### config.mk
export PLATFORM = sky130hd
export DESIGN_NAME = spi_slave
export DESIGN_NICKNAME = d
export VERILOG_FILES = /design/src/rtl/spi_pkg.sv /design/src/rtl/spi_slave_fifo.sv /design/src/rtl/spi_slave.sv
export SDC_FILE = /design/constraint.sdc
export NUM_CORES = 1
export LEC_CHECK = 0
export ABC_CLOCK_PERIOD_IN_PS = 8700
export BUFFER_PORTS_ARGS = -buffer_cell sky130_fd_sc_hd__buf_2
export CORE_MARGIN = 2
export CORE_UTILIZATION = 55
export DETAILED_ROUTE_END_ITERATION = 10
export PLACE_DENSITY = 0.71
export SYNTH_ARGS = -nofsm -noshare
export SYNTH_HDL_FRONTEND = slang
export SYNTH_SLANG_ARGS = --single-unit
### constraint.sdc
create_clock -name clk -period 8.7 [get_ports clk]
set_input_delay 1.74 -clock clk [delete_from_list [all_inputs] [get_ports clk]]
set_output_delay 1.74 -clock clk [all_outputs]
set_load 0.01 [all_outputs]
### src/rtl/spi_pkg.sv
// Shared definitions for the SPI slave.
//   spi_state_e : framing FSM states (IDLE / LOAD / SHIFT)
//   ERR_CNT_W   : width of the optional underrun/overrun event counters
package spi_pkg;

  typedef enum logic [1:0] {
    ST_IDLE  = 2'd0,
    ST_LOAD  = 2'd1,
    ST_SHIFT = 2'd2
  } spi_state_e;

  localparam int unsigned ERR_CNT_W = 8;

endpackage

### src/rtl/spi_slave_fifo.sv
// Synchronous show-ahead FIFO (module fifo), used for both SPI TX and RX.
// Ports:
//   clk_i, rst_ni          : clock, async active-low reset
//   wr_en_i, wr_data_i     : push side; a push while full is ignored
//   full_o                 : no free entry
//   rd_en_i                : pop; a pop while empty is ignored
//   rd_data_o              : head entry, valid combinationally while !empty_o
//   empty_o                : no stored entry
module fifo #(
  parameter int WIDTH = 8,
  parameter int DEPTH = 16
) (
  input  logic             clk_i,
  input  logic             rst_ni,
  input  logic             wr_en_i,
  input  logic [WIDTH-1:0] wr_data_i,
  output logic             full_o,
  input  logic             rd_en_i,
  output logic [WIDTH-1:0] rd_data_o,
  output logic             empty_o
);

  localparam int AW = (DEPTH > 1) ? $clog2(DEPTH) : 1;
  localparam int CW = $clog2(DEPTH + 1);

  logic [WIDTH-1:0] mem_q [DEPTH];
  logic [AW-1:0]    wptr_q, rptr_q;
  logic [CW-1:0]    cnt_q;
  logic             do_wr, do_rd;

  assign full_o    = (cnt_q == CW'(DEPTH));
  assign empty_o   = (cnt_q == '0);
  assign do_wr     = wr_en_i & ~full_o;
  assign do_rd     = rd_en_i & ~empty_o;
  assign rd_data_o = mem_q[rptr_q];

  always_ff @(posedge clk_i) begin
    if (do_wr) mem_q[wptr_q] <= wr_data_i;
  end

  always_ff @(posedge clk_i or negedge rst_ni) begin
    if (!rst_ni) begin
      wptr_q <= '0;
      rptr_q <= '0;
      cnt_q  <= '0;
    end else begin
      if (do_wr) wptr_q <= (wptr_q == AW'(DEPTH - 1)) ? '0 : wptr_q + AW'(1);
      if (do_rd) rptr_q <= (rptr_q == AW'(DEPTH - 1)) ? '0 : rptr_q + AW'(1);
      if (do_wr && !do_rd)      cnt_q <= cnt_q + CW'(1);
      else if (!do_wr && do_rd) cnt_q <= cnt_q - CW'(1);
    end
  end

endmodule

### src/rtl/spi_slave.sv
// SPI slave with TX/RX FIFOs, all SPI modes, MSB- or LSB-first.
// Ports:
//   clk, rst_n                      : system clock, async active-low reset
//   cpol, cpha, lsb_first           : mode / bit order, static while cs low
//   sclk, cs, mosi                  : async SPI pins (cs active-low)
//   miso, miso_oe                   : serial out and pad enable
//   tx_wr_en, tx_wr_data, tx_full   : TX FIFO write side
//   rx_rd_en, rx_rd_data, rx_empty  : RX FIFO read side (data on clk after rd)
//   done, underrun, overrun         : single-clk status pulses
// Optional (macro SPI_SLAVE_ERR_CNT_EN):
//   err_cnt_clr                     : clears both counters
//   underrun_cnt, overrun_cnt       : saturating pulse counters
//
// state    | meaning
// IDLE     | cs high or no frame started; miso tri-stated
// LOAD     | one clk: fetch next TX word (or zeros) into the shifter
// SHIFT    | shifting DATA_WIDTH bits in and out
module spi_slave
  import spi_pkg::*;
#(
  parameter int DATA_WIDTH = 8,
  parameter int FIFO_DEPTH = 16
) (
  input  logic                  clk,
  input  logic                  rst_n,
  input  logic                  cpol,
  input  logic                  cpha,
  input  logic                  lsb_first,
  input  logic                  sclk,
  input  logic                  cs,
  input  logic                  mosi,
  output logic                  miso,
  output logic                  miso_oe,
  input  logic                  tx_wr_en,
  input  logic [DATA_WIDTH-1:0] tx_wr_data,
  output logic                  tx_full,
  input  logic                  rx_rd_en,
  output logic [DATA_WIDTH-1:0] rx_rd_data,
  output logic                  rx_empty,
  output logic                  done,
  output logic                  underrun,
  output logic                  overrun
`ifdef SPI_SLAVE_ERR_CNT_EN
  ,
  input  logic                  err_cnt_clr,
  output logic [ERR_CNT_W-1:0]  underrun_cnt,
  output logic [ERR_CNT_W-1:0]  overrun_cnt
`endif
);

  localparam int CW = $clog2(DATA_WIDTH + 1);

  logic [1:0] sclk_sync_q, cs_sync_q, mosi_sync_q;
  logic       sclk_prev_q, cs_prev_q;
  logic       sclk_s, cs_s, mosi_s;
  logic       lead_edge, trail_edge, sample_edge, shift_edge, cs_fall;

  spi_state_e            state_q, state_d;
  logic [DATA_WIDTH-1:0] tx_sr_q, tx_sr_d, rx_sr_q, rx_sr_d;
  logic [CW-1:0]         bit_cnt_q, bit_cnt_d;
  logic                  miso_q, miso_d;
  logic                  done_q, done_d, under_q, under_d, over_q, over_d;
  logic [DATA_WIDTH-1:0] rx_rd_data_q;

  logic                  tx_empty, tx_pop, rx_full, rx_push;
  logic [DATA_WIDTH-1:0] tx_head, rx_head, load_word, out_src, out_rest, rx_next;
  logic                  out_bit;

  assign sclk_s = sclk_sync_q[1];
  assign cs_s   = cs_sync_q[1];
  assign mosi_s = mosi_sync_q[1];

  assign lead_edge   = (sclk_prev_q == cpol) && (sclk_s != cpol);
  assign trail_edge  = (sclk_prev_q != cpol) && (sclk_s == cpol);
  assign sample_edge = cpha ? trail_edge : lead_edge;
  assign shift_edge  = cpha ? lead_edge : trail_edge;
  assign cs_fall     = cs_prev_q & ~cs_s;

  // In LOAD the outgoing bit comes from the freshly fetched word, otherwise
  // from the shifter.
  assign load_word = tx_empty ? '0 : tx_head;
  assign out_src   = (state_q == ST_LOAD) ? load_word : tx_sr_q;
  assign out_bit   = lsb_first ? out_src[0] : out_src[DATA_WIDTH-1];
  assign out_rest  = lsb_first ? (out_src >> 1) : (out_src << 1);
  assign rx_next   = lsb_first ? {mosi_s, rx_sr_q[DATA_WIDTH-1:1]}
                               : {rx_sr_q[DATA_WIDTH-2:0], mosi_s};

  always_comb begin
    state_d   = state_q;
    tx_sr_d   = tx_sr_q;
    rx_sr_d   = rx_sr_q;
    bit_cnt_d = bit_cnt_q;
    miso_d    = miso_q;
    done_d    = 1'b0;
    under_d   = 1'b0;
    over_d    = 1'b0;
    tx_pop    = 1'b0;
    rx_push   = 1'b0;
    if (cs_s) begin
      // cs high overrides everything: a partial word is simply dropped.
      state_d = ST_IDLE;
      miso_d  = 1'b0;
    end else begin
      case (state_q)
        ST_IDLE: if (cs_fall) state_d = ST_LOAD;
        ST_LOAD: begin
          tx_pop    = ~tx_empty;
          under_d   = tx_empty;
          bit_cnt_d = CW'(DATA_WIDTH);
          rx_sr_d   = '0;
          if (!cpha) begin
            miso_d  = out_bit;
            tx_sr_d = out_rest;
          end else begin
            tx_sr_d = load_word;
          end
          state_d = ST_SHIFT;
        end
        ST_SHIFT: begin
          // With cpha=0 the first bit is already out, and the trailing edge
          // that closes the previous word lands here before any sample.
          if (shift_edge && (cpha || bit_cnt_q != CW'(DATA_WIDTH))) begin
            miso_d  = out_bit;
            tx_sr_d = out_rest;
          end
          if (sample_edge) begin
            rx_sr_d   = rx_next;
            bit_cnt_d = bit_cnt_q - CW'(1);
            if (bit_cnt_q == CW'(1)) begin
              rx_push = 1'b1;
              over_d  = rx_full;
              done_d  = 1'b1;
              state_d = ST_LOAD;
            end
          end
        end
        default: state_d = ST_IDLE;
      endcase
    end
  end

  always_ff @(posedge clk or negedge rst_n) begin
    if (!rst_n) begin
      sclk_sync_q  <= '0;
      cs_sync_q    <= '0;
      mosi_sync_q  <= '0;
      sclk_prev_q  <= 1'b0;
      cs_prev_q    <= 1'b0;
      state_q      <= ST_IDLE;
      tx_sr_q      <= '0;
      rx_sr_q      <= '0;
      bit_cnt_q    <= '0;
      miso_q       <= 1'b0;
      done_q       <= 1'b0;
      under_q      <= 1'b0;
      over_q       <= 1'b0;
      rx_rd_data_q <= '0;
    end else begin
      sclk_sync_q  <= {sclk_sync_q[0], sclk};
      cs_sync_q    <= {cs_sync_q[0], cs};
      mosi_sync_q  <= {mosi_sync_q[0], mosi};
      sclk_prev_q  <= sclk_s;
      cs_prev_q    <= cs_s;
      state_q      <= state_d;
      tx_sr_q      <= tx_sr_d;
      rx_sr_q      <= rx_sr_d;
      bit_cnt_q    <= bit_cnt_d;
      miso_q       <= miso_d;
      done_q       <= done_d;
      under_q      <= under_d;
      over_q       <= over_d;
      if (rx_rd_en && !rx_empty) rx_rd_data_q <= rx_head;
    end
  end

  assign miso_oe    = (state_q != ST_IDLE) & ~cs_s;
  assign miso       = miso_oe & miso_q;
  assign done       = done_q;
  assign underrun   = under_q;
  assign overrun    = over_q;
  assign rx_rd_data = rx_rd_data_q;

  fifo #(.WIDTH(DATA_WIDTH), .DEPTH(FIFO_DEPTH)) u_tx_fifo (
    .clk_i     (clk),
    .rst_ni    (rst_n),
    .wr_en_i   (tx_wr_en),
    .wr_data_i (tx_wr_data),
    .full_o    (tx_full),
    .rd_en_i   (tx_pop),
    .rd_data_o (tx_head),
    .empty_o   (tx_empty)
  );

  fifo #(.WIDTH(DATA_WIDTH), .DEPTH(FIFO_DEPTH)) u_rx_fifo (
    .clk_i     (clk),
    .rst_ni    (rst_n),
    .wr_en_i   (rx_push),
    .wr_data_i (rx_next),
    .full_o    (rx_full),
    .rd_en_i   (rx_rd_en),
    .rd_data_o (rx_head),
    .empty_o   (rx_empty)
  );

`ifdef SPI_SLAVE_ERR_CNT_EN
  logic [ERR_CNT_W-1:0] ucnt_q, ocnt_q;

  // Clear wins over a coincident pulse.
  always_ff @(posedge clk or negedge rst_n) begin
    if (!rst_n) begin
      ucnt_q <= '0;
      ocnt_q <= '0;
    end else if (err_cnt_clr) begin
      ucnt_q <= '0;
      ocnt_q <= '0;
    end else begin
      if (under_q && ucnt_q != '1) ucnt_q <= ucnt_q + ERR_CNT_W'(1);
      if (over_q && ocnt_q != '1)  ocnt_q <= ocnt_q + ERR_CNT_W'(1);
    end
  end

  assign underrun_cnt = ucnt_q;
  assign overrun_cnt  = ocnt_q;
`endif

endmodule

==> flow_summary.yaml <==
worst_hold_path:
  hold_path_class: "flop to flop"
synthesis:
  synth-seq-cells: 324
  syn-cell-area_um2: 13600
  ys.flop_type: "edfxtp_1"
  async_flop_share_pct: 21.0
  synth_top_area_cell: "edfxtp_1"
  synth-edff-count: 256
  avgSynthCellArea_um2: 17.4
  yosysTopAreaCellShare_pct: 56.6
  yosysUniqueCellTypes: 67
  ys_seq_area_share_pct: 69.1
  syn-num-nets: 819
  synth_area_leaders: "edfxtp_1 57%, dfrtp_1 13%, mux4_2 12%, ha_1 1.8%, mux2_2 1.5%"
  syn_inst: 779
  yosysWarnings: 0
critical_path:
  critical_path.slowest_cell: "fa_1"
  critPathMaxFanout: 13
  critPathKind: "input port to flop"
  crit_arrival_ps: 4530
  crit_chain: "buf_2 > xnor2_1 > mux2i_1 > buf_4 > and4_1 > ha_1 > inv_1 > fa_1 > a21o_1 > a21oi_1 > xnor2_1 > nor2_1 > xor2_1"
  cpPeakStageDelay_ps: 470
  crit_path_end: "u_rx_fifo.cnt_q[4]"
  crit_start: "cpha"
  ff2ff_setup_slack_ps: 5200
  critPathLaunchType: "input port"
  required_ps: 9080
  r2r-end: "u_tx_fifo.cnt_q[4]"
  r2r_cells: 11
  cp_common_cell: "xnor2_1"
  cp-end-kind: "flop"
  r2r_start: "u_tx_fifo.cnt_q[1]"
power:
  power_density_nw_per_um2: 300
  leakage_nw: 5.21
  power.total_mw: 4.52
  peakVddDrop_uv: 217
timing:
  hold_viol_final: 0
  relSlewSlack_pct: 14.7
  fin_ws_ps: 4550
  tightest_slew_ps: 1270
  period_minus_slack_ps: 4150
  finalSetupViolCount: 0
  finalSetupTns_ps: 0
  skew_ps: 28.8
  rsz0062_at_grt: "false"
  fmax_mhz: 241
  finalCritPeriodShare_pct: 47.7
  drv_slew: 0
layout:
  n_antenna_cell: 0
  fin_nets: 852
  syn2layout_area_growth_pct: 11.0
  drive_gt1_share_pct: 23.2
  fin_util_pct: 62.2
  stdcell_count: 1162
grt:
  grt.met3_usage_pct: 3.72
  grt_max_degree: 69
  gr-usage-met1_pct: 27.4
  overflow: 0
  track_usage_pct: 21.6
  grt_antenna_before_repair: 0
  grt_pass1_wl_um: 42300
  grt_use_met2_pct: 38.0
  grt_pass1_vias: 7410
  grt_busiest_layer: "met2"
cts:
  clkLatencyLatePin_ps: 520
  cts.repair.resized: 0
  htree_num_levels: 2
  cts.sinks: 324
  clk_pin_slew_ps: 60
  clock_tree.buffer_depth: 3
  cts_buffers: 34
  cts_tree: "built"
  holdBufCountCts: 0
  postCtsSetupBuffers: 0
  cts_root_buf: "clkbuf_16"
route:
  first_iter_violations: 587
  viasPerCell: 6.00
  drc_errors: 0
  via_count: 6976
  first_pass_iters: 6
  detail-route-antenna-nets: 0
  routed_wl_um: 26900
  wl_per_cell_um: 23.1
floorplan:
  die_y_um: 161
  row_count: 57
  io_pins: 33
  initial_utilization_pct: 56.0
  die_w_um: 161
  die-area_um2: 26000
  placeableCoreArea_um2: 24200
outcome:
  status: "completed"
placement:
  globalplace.congestion: 0.809
  dp_cells: 1100
  place.port_buffers: 32
  hpwlAfterDp_um: 17400
  dp_slack_ps: 4030
job:
  cap_violations: 0
where the power goes:
part | switching, mW | total, mW | internal [mW] | leakage (nW)
registers | 0.172 | 1.99 | 1.82 | 3.12
clock network | 0.581 | 1.41 | 0.833 | 0.547
logic | 0.579 | 1.12 | 0.538 | 1.54
total | 1.33 | 4.52 | 3.19 | 5.21
critical path, delay by kind of cell:
family / cells / cell delay, ps
and+or+nand+nor: 2 / 530
muxes: 1 / 210
AOI/OAI and AO/OA: 2 / 350
xor gates and xnor gates: 3 / 490
buffers and inverters: 3 / 440
adders and majority gates: 2 / 740
area by class of cell:
class / instances / area, µm²
fillers: 1722 / 9170
multi-input cells: 395 / 3900
inverters: 19 / 71.3
well taps: 324 / 405
clock buffers: 41 / 897
flip-flops and latches: 324 / 9390
repair buffers: 38 / 208
clock inverters: 21 / 203
Yosys cell counts, types with 6 or more instances:
| library cell | n |
|---|---|
| edfxtp_1 | 256 |
| mux4_2 | 72 |
| dfrtp_1 | 68 |
| nor2_1 | 43 |
| nand2_1 | 41 |
| ha_1 | 20 |
| clkbuf_1 | 19 |
| mux2_2 | 18 |
| mux2i_1 | 17 |
| a21oi_1 | 16 |
| inv_1 | 16 |
| nor3_1 | 14 |
| o21ai_0 | 12 |
| nand3_1 | 10 |
| nand2b_1 | 9 |
| xnor2_1 | 9 |
| a32o_1 | 8 |
| buf_2 | 8 |
| a21o_1 | 7 |
| o21ai_1 | 6 |
placed cells by master (no fill, tap or decap), types with 4 or more instances in the layout:
master | synthesis | routed
a21o_1 | 7 | 7
a21oi_1 | 16 | 16
a22o_1 | 4 | 4
a31oi_1 | 5 | 5
a32o_1 | 8 | 8
buf_2 | 8 | 31
buf_4 | 4 | 7
clkbuf_1 | 19 | 5
clkbuf_16 | 0 | 34
clkinv_1 | 1 | 6
clkinv_2 | 0 | 8
dfrtp_1 | 68 | 65
edfxtp_1 | 256 | 256
ha_1 | 20 | 20
inv_1 | 16 | 16
mux2_2 | 18 | 18
mux2i_1 | 17 | 17
mux4_2 | 72 | 72
nand2_1 | 41 | 41
nand2b_1 | 9 | 9
nand3_1 | 10 | 10
nor2_1 | 43 | 43
nor2b_1 | 4 | 4
nor3_1 | 14 | 14
nor4_1 | 5 | 5
o211ai_1 | 5 | 5
o21ai_0 | 12 | 12
o21ai_1 | 6 | 6
o31ai_1 | 5 | 5
or3_1 | 4 | 4
xnor2_1 | 9 | 9
xor2_1 | 5 | 5
metal layers:
layer	up-vias	wire [µm]
li1	3159	-
met1	3538	10500
met2	221	14100
met3	58	1370
met4	0	850
met5	-	0
through the flow:
step                      hold slack, ps  instance area, µm²
final                                358               15100
after global routing                 363               15100
after floorplan                      331               13600
after detailed placement             346               14000
after CTS                            363               15100
after global placement               332               14000
state kept, by name, summed over array words and instances (netlist names):
register and count:
bit_cnt_q 4, cs_prev_q 1, cs_sync_q 2, done 1, miso_q 1, mosi_sync_q 2, overrun 1, rx_rd_data 8
rx_sr_q 8, sclk_prev_q 1, sclk_sync_q 2, state_q 2, tx_sr_q 8, u_rx_fifo.cnt_q 5, u_rx_fifo.mem_q 128, u_rx_fifo.rptr_q 4
u_rx_fifo.wptr_q 4, u_tx_fifo.cnt_q 5, u_tx_fifo.mem_q 128, u_tx_fifo.rptr_q 4, u_tx_fifo.wptr_q 4, underrun 1
logic make-up (layout without fill, tap and decap cells):
| family | after synthesis | after routing | share of synthesized area [%] |
|---|---|---|---|
| fa+ha+maj | 22 | 22 | 2.14 |
| mux | 110 | 110 | 15.0 |
| xor+xnor | 14 | 14 | 0.903 |
| flops | 324 | 324 | 69.1 |
| compound gates | 97 | 97 | 5.24 |
| simple gates | 152 | 152 | 5.43 |
| buf+inv | 60 | 119 | 2.12 |
worst min-delay path by stage:
stage | startpoint | end | slack, ps | cells past startpoint
final | cs_sync_q[0] | cs_sync_q[1] | 360 | 0
after global routing | cs_sync_q[0] | cs_sync_q[1] | 360 | 0
after CTS | mosi_sync_q[0] | mosi_sync_q[1] | 360 | 0
after detailed placement | mosi_sync_q[0] | mosi_sync_q[1] | 350 | 0
after global placement | sclk_sync_q[0] | sclk_sync_q[1] | 330 | 0
after floorplan | cs_sync_q[0] | cs_sync_q[1] | 330 | 0
No activity file was read; power rests on OpenSTA's default activity.
